`src/rtl/pkt_wordlist_gen.sv`:
```
// Word-list packet generator: builds header, header checksum, data and
// data checksum in hardware and pushes them byte-by-byte into a FIFO port.
module pkt_wordlist_gen #(
  parameter int unsigned MIN_LEN          = 1,
  parameter int unsigned MAX_LEN          = 16,
  parameter int unsigned N_WORDS_MSB      = 15,
  parameter int unsigned PKT_VERSION      = 2,
  parameter int unsigned PKT_TYPE         = 1,
  parameter logic [7:0]  CHAR_BASE        = 8'h61,
  parameter bit          DISABLE_CHECKSUM = 1'b0
) (
  input  logic                 CLK,
  input  logic                 RESET,
  input  logic                 start,
  input  logic [N_WORDS_MSB:0] n_words,
  input  logic [15:0]          pkt_id,
  output logic [7:0]           dout,
  output logic                 wr_en,
  input  logic                 full,
  output logic                 busy,
  output logic                 done,
  output logic                 err
);

  localparam int unsigned NW    = N_WORDS_MSB + 1;
  localparam int unsigned RANGE = MAX_LEN - MIN_LEN + 1;
  localparam int unsigned LW    = 7;   // word lengths up to 64
  localparam int unsigned DLW   = 24;  // data_len field width

  typedef enum logic [2:0] {
    S_IDLE, S_COUNT, S_HDR, S_HCSUM, S_DATA, S_PAD, S_DCSUM, S_DONE
  } state_t;

  state_t         r_state;
  logic [NW-1:0]  r_nw;
  logic [NW-1:0]  r_wi;
  logic [15:0]    r_id;
  logic [DLW-1:0] r_dlen;
  logic [LW-1:0]  r_off;
  logic [LW-1:0]  r_j;
  logic [4:0]     r_kc;
  logic [4:0]     r_jc;
  logic           r_term;
  logic [3:0]     r_idx;
  logic [1:0]     r_bcnt;
  logic [23:0]    r_asm;
  logic [31:0]    r_sum;
  logic [7:0]     r_dout;
  logic           r_pend;
  logic           r_busy;
  logic           r_done;
  logic           r_err;

  logic           w_load;
  logic           w_acc;
  logic           w_last_word;
  logic [LW-1:0]  w_len;
  logic           w_has_term;
  logic [DLW-1:0] w_dlen_sum;
  logic [LW-1:0]  w_off_nxt;
  logic [4:0]     w_kc_nxt;
  logic [4:0]     w_jc_nxt;
  logic [31:0]    w_csum;
  logic [31:0]    w_asm_next;
  logic [7:0]     w_hbyte;
  logic [7:0]     w_csbyte;
  logic [7:0]     w_gbyte;

  // Output handshake: a pending byte is written whenever the FIFO has room
  assign wr_en  = r_pend & ~full;
  assign w_load = ~r_pend | ~full;
  assign dout   = r_dout;
  assign busy   = r_busy;
  assign done   = r_done;
  assign err    = r_err;

  // Word geometry and pattern counters
  assign w_last_word = (r_wi == r_nw - NW'(1));
  assign w_len       = LW'(MIN_LEN) + r_off;
  assign w_has_term  = (w_len < LW'(MAX_LEN));
  assign w_dlen_sum  = r_dlen + DLW'(w_len) + DLW'(w_has_term);
  assign w_off_nxt   = (r_off == LW'(RANGE - 1)) ? '0 : r_off + LW'(1);
  assign w_kc_nxt    = (r_kc == 5'd25) ? 5'd0 : r_kc + 5'd1;
  assign w_jc_nxt    = (r_jc == 5'd25) ? 5'd0 : r_jc + 5'd1;
  assign w_csum      = ~r_sum;
  assign w_asm_next  = {w_gbyte, r_asm};

  // Header byte selected by byte index
  always_comb begin
    w_hbyte = 8'h00;
    case (r_idx)
      4'd0:    w_hbyte = 8'(PKT_VERSION);
      4'd1:    w_hbyte = 8'(PKT_TYPE);
      4'd4:    w_hbyte = r_dlen[7:0];
      4'd5:    w_hbyte = r_dlen[15:8];
      4'd6:    w_hbyte = r_dlen[23:16];
      4'd8:    w_hbyte = r_id[7:0];
      4'd9:    w_hbyte = r_id[15:8];
      default: w_hbyte = 8'h00;
    endcase
  end

  // Checksum byte, little-endian
  always_comb begin
    w_csbyte = 8'h00;
    if (!DISABLE_CHECKSUM) begin
      case (r_idx[1:0])
        2'd0:    w_csbyte = w_csum[7:0];
        2'd1:    w_csbyte = w_csum[15:8];
        2'd2:    w_csbyte = w_csum[23:16];
        default: w_csbyte = w_csum[31:24];
      endcase
    end
  end

  // Section byte being generated and whether it feeds the checksum
  always_comb begin
    w_gbyte = 8'h00;
    w_acc   = 1'b0;
    case (r_state)
      S_HDR: begin
        w_gbyte = w_hbyte;
        w_acc   = w_load;
      end
      S_DATA: begin
        w_gbyte = r_term ? 8'h00 : CHAR_BASE + 8'(r_jc);
        w_acc   = w_load;
      end
      S_PAD:   w_acc = w_load;
      default: w_acc = 1'b0;
    endcase
  end

  // Packet FSM, byte generator and checksum accumulation
  always_ff @(posedge CLK or posedge RESET) begin
    if (RESET) begin
      r_state <= S_IDLE;
      r_nw    <= '0;
      r_wi    <= '0;
      r_id    <= '0;
      r_dlen  <= '0;
      r_off   <= '0;
      r_j     <= '0;
      r_kc    <= '0;
      r_jc    <= '0;
      r_term  <= 1'b0;
      r_idx   <= '0;
      r_bcnt  <= '0;
      r_asm   <= '0;
      r_sum   <= '0;
      r_dout  <= '0;
      r_pend  <= 1'b0;
      r_busy  <= 1'b0;
      r_done  <= 1'b0;
      r_err   <= 1'b0;
    end else begin
      r_done <= 1'b0;
      r_err  <= 1'b0;
      if (wr_en) r_pend <= 1'b0;
      if (w_acc) begin
        r_asm  <= w_asm_next[31:8];
        r_bcnt <= r_bcnt + 2'd1;
        if (r_bcnt == 2'd3) r_sum <= r_sum + w_asm_next;
      end
      case (r_state)
        S_IDLE: begin
          if (start) begin
            if (n_words == '0) begin
              r_err <= 1'b1;
            end else begin
              r_nw    <= n_words;
              r_id    <= pkt_id;
              r_busy  <= 1'b1;
              r_wi    <= '0;
              r_off   <= '0;
              r_dlen  <= '0;
              r_state <= S_COUNT;
            end
          end
        end
        S_COUNT: begin
          r_dlen <= w_dlen_sum;
          r_wi   <= r_wi + NW'(1);
          r_off  <= w_off_nxt;
          if (w_last_word) begin
            r_dlen  <= (w_dlen_sum + DLW'(3)) & ~DLW'(3);
            r_wi    <= '0;
            r_off   <= '0;
            r_kc    <= '0;
            r_jc    <= '0;
            r_j     <= '0;
            r_term  <= 1'b0;
            r_idx   <= '0;
            r_state <= S_HDR;
          end
        end
        S_HDR: begin
          if (w_load) begin
            r_dout <= w_gbyte;
            r_pend <= 1'b1;
            r_idx  <= r_idx + 4'd1;
            if (r_idx == 4'd11) begin
              r_idx   <= '0;
              r_state <= S_HCSUM;
            end
          end
        end
        S_HCSUM: begin
          if (w_load) begin
            r_dout <= w_csbyte;
            r_pend <= 1'b1;
            r_idx  <= r_idx + 4'd1;
            if (r_idx == 4'd3) begin
              r_idx   <= '0;
              r_sum   <= '0;
              r_asm   <= '0;
              r_bcnt  <= '0;
              r_state <= S_DATA;
            end
          end
        end
        S_DATA: begin
          if (w_load) begin
            r_dout <= w_gbyte;
            r_pend <= 1'b1;
            if (!r_term && (r_j != w_len - LW'(1))) begin
              r_j  <= r_j + LW'(1);
              r_jc <= w_jc_nxt;
            end else if (!r_term && w_has_term) begin
              r_term <= 1'b1;
            end else if (w_last_word) begin
              r_state <= (r_bcnt == 2'd3) ? S_DCSUM : S_PAD;
            end else begin
              r_wi   <= r_wi + NW'(1);
              r_off  <= w_off_nxt;
              r_kc   <= w_kc_nxt;
              r_jc   <= w_kc_nxt;
              r_j    <= '0;
              r_term <= 1'b0;
            end
          end
        end
        S_PAD: begin
          if (w_load) begin
            r_dout <= 8'h00;
            r_pend <= 1'b1;
            if (r_bcnt == 2'd3) r_state <= S_DCSUM;
          end
        end
        S_DCSUM: begin
          if (w_load) begin
            r_dout <= w_csbyte;
            r_pend <= 1'b1;
            r_idx  <= r_idx + 4'd1;
            if (r_idx == 4'd3) begin
              r_idx   <= '0;
              r_sum   <= '0;
              r_asm   <= '0;
              r_bcnt  <= '0;
              r_state <= S_DONE;
            end
          end
        end
        S_DONE: begin
          if (!r_pend || wr_en) begin
            r_done  <= 1'b1;
            r_busy  <= 1'b0;
            r_state <= S_IDLE;
          end
        end
        default: r_state <= S_IDLE;
      endcase
    end
  end

endmodule

```
`config.mk`:
```
export PLATFORM = sky130hd
export DESIGN_NAME = pkt_wordlist_gen
export DESIGN_NICKNAME = d
export VERILOG_FILES = /design/src/rtl/pkt_wordlist_gen.sv
export SDC_FILE = /design/constraint.sdc
export NUM_CORES = 1
export LEC_CHECK = 0
export ABC_AREA = 1
export CORE_ASPECT_RATIO = 2
export CORE_MARGIN = 10
export CORE_UTILIZATION = 55
export CTS_BUF_LIST = sky130_fd_sc_hd__clkbuf_2
export DETAILED_ROUTE_END_ITERATION = 10
export DONT_BUFFER_PORTS = 1
export PLACE_DENSITY_LB_ADDON = 0.1
export SYNTH_ARGS = -nofsm -noshare
export SYNTH_HDL_FRONTEND = slang
export SYNTH_SLANG_ARGS = --single-unit
```
`constraint.sdc`:
```
create_clock -name CLK -period 15.75 [get_ports CLK]
set_input_delay 3.15 -clock CLK [delete_from_list [all_inputs] [get_ports CLK]]
set_output_delay 3.15 -clock CLK [all_outputs]
set_load 0.03 [all_outputs]
```
* Yosys cells after proc, flatten, opt, wreduce, memory -nomap -nowiden
Index checks and enable logic that the tools add are counted.
** Storage, ports and cells
- Bits in registers :: 174
- Input port bits :: 36
- Output and inout port bits :: 12
- Word-level logic and storage cells :: 216
** Operators by class
- Add/subtract/negate cells :: 14
- Magnitude comparators :: 1
- Equality and inequality tests :: 45
- Mux-type cells :: 102
- Bitwise operators :: 6
- Reduce and logical (&&, ||, !) cells :: 29
** Operator list (count)
- $mux W24 :: 7
- $mux W32 :: 5
- $mux W16 :: 7
- $mux W7 :: 13
- $pmux W8 S7 :: 1
- $mux W3 :: 16
- $pmux W16 S3 :: 1
- $pmux W24 S2 :: 1
- $pmux W8 S3 :: 2
- $mux W5 :: 9
- $ne A2 B2 Y1 const B :: 17
- $add A32 B32 Y32 :: 1
- $mux W8 :: 4
- $not A32 Y32 :: 1
- $add A24 B1 Y24 :: 1
- $add A24 B2 Y24 const B :: 1
- $add A24 B7 Y24 :: 1
- $pmux W3 S8 :: 1
- $pmux W7 S3 :: 1
- $mux W4 :: 5
- $pmux W5 S2 :: 2
- $mux W1 :: 17
- $add A16 B1 Y16 const B :: 1
- $eq A16 B16 Y1 :: 1
- 48 further kinds :: 81

* Depth between registers and ports, before layout
Gate-level depths: netlist (run 1).
- Depth after elaboration :: 9
- Depth in mapped cells :: 29
- Mapped depth without buffers :: 29

* Least setup slack after synthesis (run 1)
No wires, ideal clock.
- Path kind :: input to output
- From :: input port full
- To :: output port wr_en
- Arrival time :: 3.563 ns
- Data required time :: 12.600 ns
- Setup slack :: 9.037 ns
- Stages :: 1
- Buffers on the path :: 0
- Cells stage by stage :: nor2_1
** Between the ends
- Longest elaborated chain between the ends :: 2
** RTL lines
- start: declaration :: line 19 : input logic full,
- $not A1 Y1 :: line 70 : assign wr_en = r_pend & ~full;
- $and A1 B1 Y1 :: line 70
- end: declaration :: line 18 : output logic wr_en,
No other way between the ends.

* Worst setup path in the final report (run 1)
Same ends and word-level chain as after synthesis.

==> qor.csv, run 1 <==
stage,metric,value,unit
outcome,outcome,finished clean,
logic_synthesis,Synth Area in XOR/XNOR,0.0523,
timing,# setup viols final,0,
global_routing,initial antenna violation count,1,
logic_synthesis,syn nets,2114,
routing,drt wl/cell,19.6,um
finish,Total Nets Final,2095,
clock_network,cts hold-fix bufs,0,
timing,final slew viol count,0,
logic_synthesis,synth warn,0,
finish,Area Overhead vs Synth,2.91,%
worst_setup_path,CP peak stage delay,0.43,ns
finish,post-route design area,13700,um^2
timing,RSZ-0062 raised after global routing,no,
logic_synthesis,top post-synthesis cells by area,"dfrtp_1 (33%), nand2_1 (16%), inv_1 (7.2%), nor2_1 (6.8%), nand3_1 (5.6%)",
routing,DR pass1 iterations,5,
logic_synthesis,synth unique cells,47,
worst_setup_path,startpoint types,input pin,
worst_setup_path,Buf/Inv on CP,0,
clock_network,setup bufs post-CTS,0,
finish,share of layout cells above drive strength 1,0.0327,
timing,setup TNS,0,ns
clock_network,CTS tree,built,
routing,Via Count,13300,
clock_network,CTS Root Cell,clkbuf_2,
logic_synthesis,synthesized area,13300,um^2
clock_network,Longest Clk Path Bufs,2,
finish,most frequent cells in the layout,"nand2_1 (580), inv_1 (254), nor2_1 (241)",
logic_synthesis,post-synthesis register bit count,174,
job,Max Cap Viol,0,
timing,pin slew with the least headroom to its limit,1.02,ns
placed_design,GPL Wtd Cong,1.03,
floorplanning,initial cell density of the core,0.558,
routing,1st-iter DRT viols,998,
logic_synthesis,mux contribution to synthesized area,0,
global_routing,GRT Util Overall,0.299,
placed_design,Post-DP HPWL,36.1,mm
power,static leakage,6.88,nW
floorplanning,# rows,80,
logic_synthesis,Syn Area/Cell,6.59,um^2
power,PwrDens,199,nW/um^2
timing,Rel. slew slack,0.319,
routing,DRT Wirelength,45.3,mm
floorplanning,area of the core,23900,um^2
global_routing,gr ovfl total,0,
global_routing,maximum number of pins on one net before global-route repair,104,
worst_setup_path,Crit-path slowest cell,nor2_1,
timing,minimum clock period,6.73,ns
clock_network,"Clk Latency, worst-skew pair",0.94,ns
timing,Max Clock Freq,0.149,GHz
worst_setup_path,Worst EP arrival,3.58,ns
timing,worst clock skew,0.0492,ns
routing,DR vias/cell,5.77,
floorplanning,Die Area,31300,um^2
logic_synthesis,top-area cell type share of the netlist area,0.326,
worst_setup_path,CP top delay family,simple AND/OR/NAND/NOR gates,
logic_synthesis,post-synthesis sequential area ratio,0.326,
hold_path,Worst Hold Class,reg -> reg,
placed_design,port bufs,0,
floorplanning,die width,130,um
logic_synthesis,Compound-Gate Fraction of Synth Area,0.132,
routing,DRC viols,0,
logic_synthesis,Synth Area in Adders,0.0514,
clock_network,post-CTS sizing,0,
worst_setup_path,crit end category,primary output,
clock_network,total CTS buffers,17,
worst_setup_path,crit-path cells,nor2_1,
worst_setup_path,register-to-register setup slack,10.66,ns
logic_synthesis,largest family of logic cells by synthesized area,simple AND/OR/NAND/NOR gates,
placed_design,DP Area,13500,um^2
clock_network,Sink Count,174,
finish,"most common cell after layout, fill and taps aside",nand2_1,
global_routing,global-route wire length before repair,70.3,mm
clock_network,htree depth,4,
power,Pwr Total,2.74,mW
logic_synthesis,Simple-Gate Fraction of Synth Area,0.346,
routing,Antenna Nets Post-Route,0,
timing,final count of hold timing violations,0,
power,peak supply drop,0.0802,mV
floorplanning,Die H,240,um
timing,Final period util,0.427,
logic_synthesis,biggest area consumer among synthesized cells,dfrtp_1,
worst_setup_path,critical path data required time,12.60,ns
clock_network,clock slew at reported path FFs,0.25,ns
logic_synthesis,Syn Inst Count,2025,
floorplanning,# IOs,48,
worst_setup_path,crit-path max FO,2,
global_routing,via count of the first global-routing pass,13200,
worst_setup_path,critical path class,in -> out,
## metal layers
metal / wire length [um] / track usage / vias to the layer above
met5: 0 / 0 / -
met4: 4740 / 0.264 / 0
met3: 1450 / 0.0428 / 195
met2: 24900 / 0.568 / 399
met1: 14100 / 0.257 / 6200
li1: - / - / 6526
## worst min-delay path: cells and delay by family (launching register included)
kind	cells	cell delay, ns
AND/OR/NAND/NOR	2	0.10
flip-flops	1	0.40
## layout make-up
type | count | area, um^2
fill | 2482 | 10200
inverter | 266 | 1000
tap | 287 | 359
multi-input combinational | 1539 | 7760
clock buffer | 19 | 95.1
timing repair buffer | 8 | 60.1
sequential | 174 | 4350
antenna | 2 | 5.00
clock inverter | 12 | 88.8
## sequential cells by signal, summed over array words and instances (netlist names)
name     count
r_state      3
r_jc         5
r_kc         5
r_j          7
r_pend       1
r_id        16
r_idx        4
err          1
r_off        7
r_dlen      24
dout         8
r_wi        16
r_bcnt       2
done         1
r_sum       32
r_term       1
r_asm       24
r_nw        16
busy         1
## power breakdown
| group | switching, mW | internal, mW |
|---|---|---|
| registers | 0.239 | 0.614 |
| clock network | 0.178 | 0.0433 |
| logic | 1.12 | 0.542 |
## worst paths after layout
| path | from | end | depth (start not counted) |
|---|---|---|---|
| setup / recovery | full | wr_en | 1 |
| hold / removal | r_kc[4]$_DFFE_PP0P_ | r_kc[4]$_DFFE_PP0P_ | 2 |
| setup reg to reg | r_off[0]$_DFFE_PP0P_ | r_dlen[17]$_DFFE_PP0P_ | 22 |
| hold reg to reg | r_kc[4]$_DFFE_PP0P_ | r_kc[4]$_DFFE_PP0P_ | 2 |
| max in group asynchronous | RESET | r_sum[20]$_DFF_PP0_ | 2 |
| min in group asynchronous | RESET | r_wi[12]$_DFFE_PP0P_ | 1 |
## cell families after synthesis
family	Yosys count
flops	174
compound gates	316
simple gates	1092
xor+xnor	78
buf+inv	312
fa+ha+maj	53
## cell usage after synthesis, drive strengths merged
| cell | count |
|---|---|
| a211oi | 5 |
| a21o | 5 |
| a21oi | 91 |
| a31o | 1 |
| a31oi | 3 |
| and2 | 3 |
| and3 | 1 |
| buf | 18 |
| clkbuf | 28 |
| clkinv | 4 |
| dfrtp | 174 |
| fa | 3 |
| ha | 50 |
| inv | 262 |
| nand2 | 586 |
| nand3 | 152 |
| nand3b | 12 |
| nand4 | 30 |
| nor2 | 250 |
| nor2b | 1 |
| nor3 | 47 |
| nor4 | 9 |
| o211a | 1 |
| o211ai | 14 |
| o21a | 14 |
| o21ai | 146 |
| o21bai | 7 |
| o221ai | 8 |
| o22ai | 19 |
| o31ai | 2 |
| or2 | 1 |
| xnor2 | 26 |
| xor2 | 52 |
## per-stage QoR
step	std cells	utilization	setup WS [ns]	hold WS [ns]
finish	2307	0.574	9.02	0.506
global route	2306	0.574	9.01	0.544
detailed placement	2274	0.566	9.01	0.460
floorplan	2025	-	7.88	0.442
CTS	2305	0.574	9.01	0.509
global placement	2274	0.566	9.00	0.466
No activity file was read; power rests on OpenSTA's default activity.
==> run 2: changes to the inputs <==
==> constraint.sdc (replaced) <==
create_clock -name CLK -period 6.58 [get_ports CLK]
set_input_delay 1.316 -clock CLK [delete_from_list [all_inputs] [get_ports CLK]]
set_output_delay 1.316 -clock CLK [all_outputs]
set_load 0.03 [all_outputs]
==> run 2 against run 1 <==
Sequential share of layout area fell by 0.22 points. Global-route usage rose by 0.69 points. Setup slack got worse by 6.8 ns. Cell count barely moved. Via count rose by 1.2%. Sequential cell count did not move. Routed wire length rose by 3.1%. Critical endpoint is now r_dlen[11]$_DFFE_PP0P_. Highest routed layer unchanged.
==> qor.csv, run 2 (synthesis results as in run 1) <==
stage,metric,value,unit,change
power,combinational power share,0.596,,-0.012
timing,minimum clock period,4.38,ns,
clock_network,cts hold-fix bufs,0,,unchanged
worst_setup_path,Reg2Reg Depth,22,,unchanged
worst_setup_path,critical path data required time,7.41,ns,-5.19 ns
global_routing,maximum number of pins on one net before global-route repair,82,,-21%
worst_setup_path,FF-to-FF Start,r_off[0]$_DFFE_PP0P_,,
floorplanning,Die H,240,um,unchanged
global_routing,global-route wire length before repair,72.0,mm,+2.5%
timing,# setup viols final,0,,unchanged
routing,Antenna Nets Post-Route,0,,unchanged
worst_setup_path,crit end category,register,,
timing,RSZ-0062 raised after global routing,no,,
outcome,outcome,finished clean,,
power,PwrDens,485,nW/um^2,+140%
timing,setup TNS,0,ns,unchanged
timing,final slew viol count,0,,unchanged
finish,share of layout cells above drive strength 1,0.0351,,+0.00244
finish,Total Nets Final,2096,,+0.048%
finish,"most common cell after layout, fill and taps aside",nand2_1,,
routing,DR pass1 iterations,8,,+3
job,Max Cap Viol,0,,unchanged
global_routing,GRT Util Overall,0.306,,+0.00694
power,Clock Power Share,0.096,,+0.015
floorplanning,# rows,80,,unchanged
floorplanning,initial cell density of the core,0.558,,unchanged
timing,Final period util,0.666,,
power,sw frac,0.568,,+0.00561
timing,final count of hold timing violations,0,,unchanged
floorplanning,Die Area,31300,um^2,unchanged
worst_setup_path,CP peak stage delay,0.58,ns,+0.15 ns
worst_setup_path,Crit-path slowest cell,dfrtp_1,,
global_routing,met1 Use GR,0.263,,+0.00644
power,peak supply drop,0.195,mV,+140%
power,sequential share of power,0.308,,-0.003
routing,DR vias/cell,5.84,,+1.1%
finish,Largest Register,r_sum,,
global_routing,met3 usage,0.0532,,+0.0104
placed_design,# placed instances,2275,,+0.044%
floorplanning,# IOs,48,,unchanged
timing,Rel. slew slack,0.329,,+0.00997
global_routing,busiest grt layer,met2,,
clock_network,clock slew at reported path FFs,0.36,ns,+0.11 ns
placed_design,Post-DP HPWL,36.8,mm,+1.8%
timing,pin slew with the least headroom to its limit,1.00,ns,-0.0154 ns
clock_network,"Clk Latency, worst-skew pair",0.96,ns,+0.02 ns
global_routing,via count of the first global-routing pass,13300,,+1.2%
clock_network,htree depth,4,,unchanged
floorplanning,die width,130,um,unchanged
global_routing,initial antenna violation count,1,,unchanged
floorplanning,area of the core,23900,um^2,unchanged
worst_setup_path,Worst R2R End,r_dlen[11]$_DFFE_PP0P_,,
worst_setup_path,startpoint types,register,,
routing,1st-iter DRT viols,992,,-0.60%
placed_design,port bufs,0,,unchanged
finish,Area Overhead vs Synth,3.62,%,
clock_network,Longest Clk Path Bufs,2,,unchanged
routing,drt wl/cell,20.2,um,+3.0%
power,static leakage,6.93,nW,+0.75%
routing,DRT Wirelength,46.7,mm,+3.1%
placed_design,dpl ws,2.30,ns,-6.71 ns
global_routing,GR Layer Usage met2,0.561,,-0.00665
finish,Largest register FFs,32,,unchanged
hold_path,Worst Hold Class,in -> async,,
power,internal power,2.90,mW,+140%
finish,area of the multi-input gates,7760,um^2,unchanged
worst_setup_path,crit-path max FO,10,,+8
timing,Final WS setup,2.20,ns,-6.82 ns
power,P_sw,3.80,mW,+150%
finish,"Cell Count, Final, Fillers Out",2309,,+0.087%
clock_network,setup bufs post-CTS,0,,unchanged
finish,most frequent cells in the layout,"nand2_1 (580), inv_1 (254), nor2_1 (241)",,
timing,worst clock skew,0.0687,ns,+0.0195 ns
routing,DRC viols,0,,unchanged
worst_setup_path,Worst EP arrival,5.21,ns,+1.63 ns
worst_setup_path,"most used cell, CP",nand2_1,,
finish,largest registers,"r_sum x32, r_asm x24, r_dlen x24",,
placed_design,GPL Wtd Cong,1.04,,+1.4%
timing,Max Clock Freq,0.228,GHz,
worst_setup_path,critical path class,reg -> reg,,
clock_network,Sink Count,174,,unchanged
worst_setup_path,crit-path cells,"ha_1, nand2_1, inv_1, nand3_1, nand2_1, inv_1, nand2_1, nor2_1, inv_1, fa_1, inv_1, fa_1, xor2_1, nand2_1, nor2_1, nand2_1, nor2_1, nand4_1, nor2_1, a21oi_1, o21ai_0, nand2_1",,
clock_network,post-CTS sizing,0,,unchanged
clock_network,CTS tree,built,,
global_routing,gr ovfl total,0,,unchanged
clock_network,total CTS buffers,17,,unchanged
worst_setup_path,register-to-register setup slack,2.20,ns,-8.46 ns
routing,Via Count,13500,,+1.2%
clock_network,CTS Root Cell,clkbuf_2,,
finish,Storage cell area,4350,um^2,unchanged
finish,Fill cells,2463,,-0.77%
## run 2: final cells by class
cell class,instances,share of cell area
Clock inverter,15,0.0135
Clock buffer,17,0.00615
Inverter,266,0.0726
Sequential cell,174,0.315
Timing Repair Buffer,9,0.00489
Multi-Input combinational cell,1539,0.562
Tap cell,287,0.0260
Antenna cell,2,0.000362
## run 2: worst max path at each step
stage | from | slack, ns | depth (start not counted) | endpoint
6_report | r_off[0]$_DFFE_PP0P_ | 2.20 | 22 | r_dlen[11]$_DFFE_PP0P_
5_1_grt | r_off[0]$_DFFE_PP0P_ | 1.59 | 21 | r_dlen[11]$_DFFE_PP0P_
4_1_cts | r_off[0]$_DFFE_PP0P_ | 2.27 | 22 | r_dlen[11]$_DFFE_PP0P_
3_5_place_dp | r_off[0]$_DFFE_PP0P_ | 2.30 | 22 | r_dlen[17]$_DFFE_PP0P_
3_3_place_gp | full | 2.32 | 8 | r_sum[27]$_DFF_PP0_
2_1_floorplan | RESET | 0.55 | 1 | busy$_DFFE_PP0P_
## run 2: power by group through the flow
stage	combinational (mW)	sequential [mW]	clock, mW
floorplan	2.98	1.79	0
global placement	3.88	2.04	0
detailed placement	3.93	2.04	0
CTS	3.95	2.02	0.651
global route	4.48	2.09	0.688
finish	4.00	2.06	0.641
## run 2: stage by stage
step                      hold slack, ns  power [mW]  instance area (um^2)  utilization
after global routing               0.278        7.26                 13800        0.578
final                              0.268        6.70                 13800        0.578
after detailed placement           0.478        5.97                 13500        0.566
after CTS                          0.285        6.62                 13800        0.578
after floorplan                    0.442        4.76                 13300            -
after global placement             0.464        5.92                 13500        0.566
## run 2: per-layer routing
metal	vias to the layer above	part of all wire
met3	261	0.042
met2	511	0.53
met5	-	0
met1	6177	0.31
li1	6529	-
met4	0	0.11
## run 2: worst max-delay path, delay by kind of cell, from the launching register on
kind | cells | cell delay, ns
xor gates and xnor gates | 1 | 0.28
DFF | 1 | 0.58
buffers and inverters | 4 | 0.39
adders and majority gates | 3 | 0.89
and+or+nand+nor | 12 | 1.93
AOI/OAI and AO/OA | 2 | 0.20
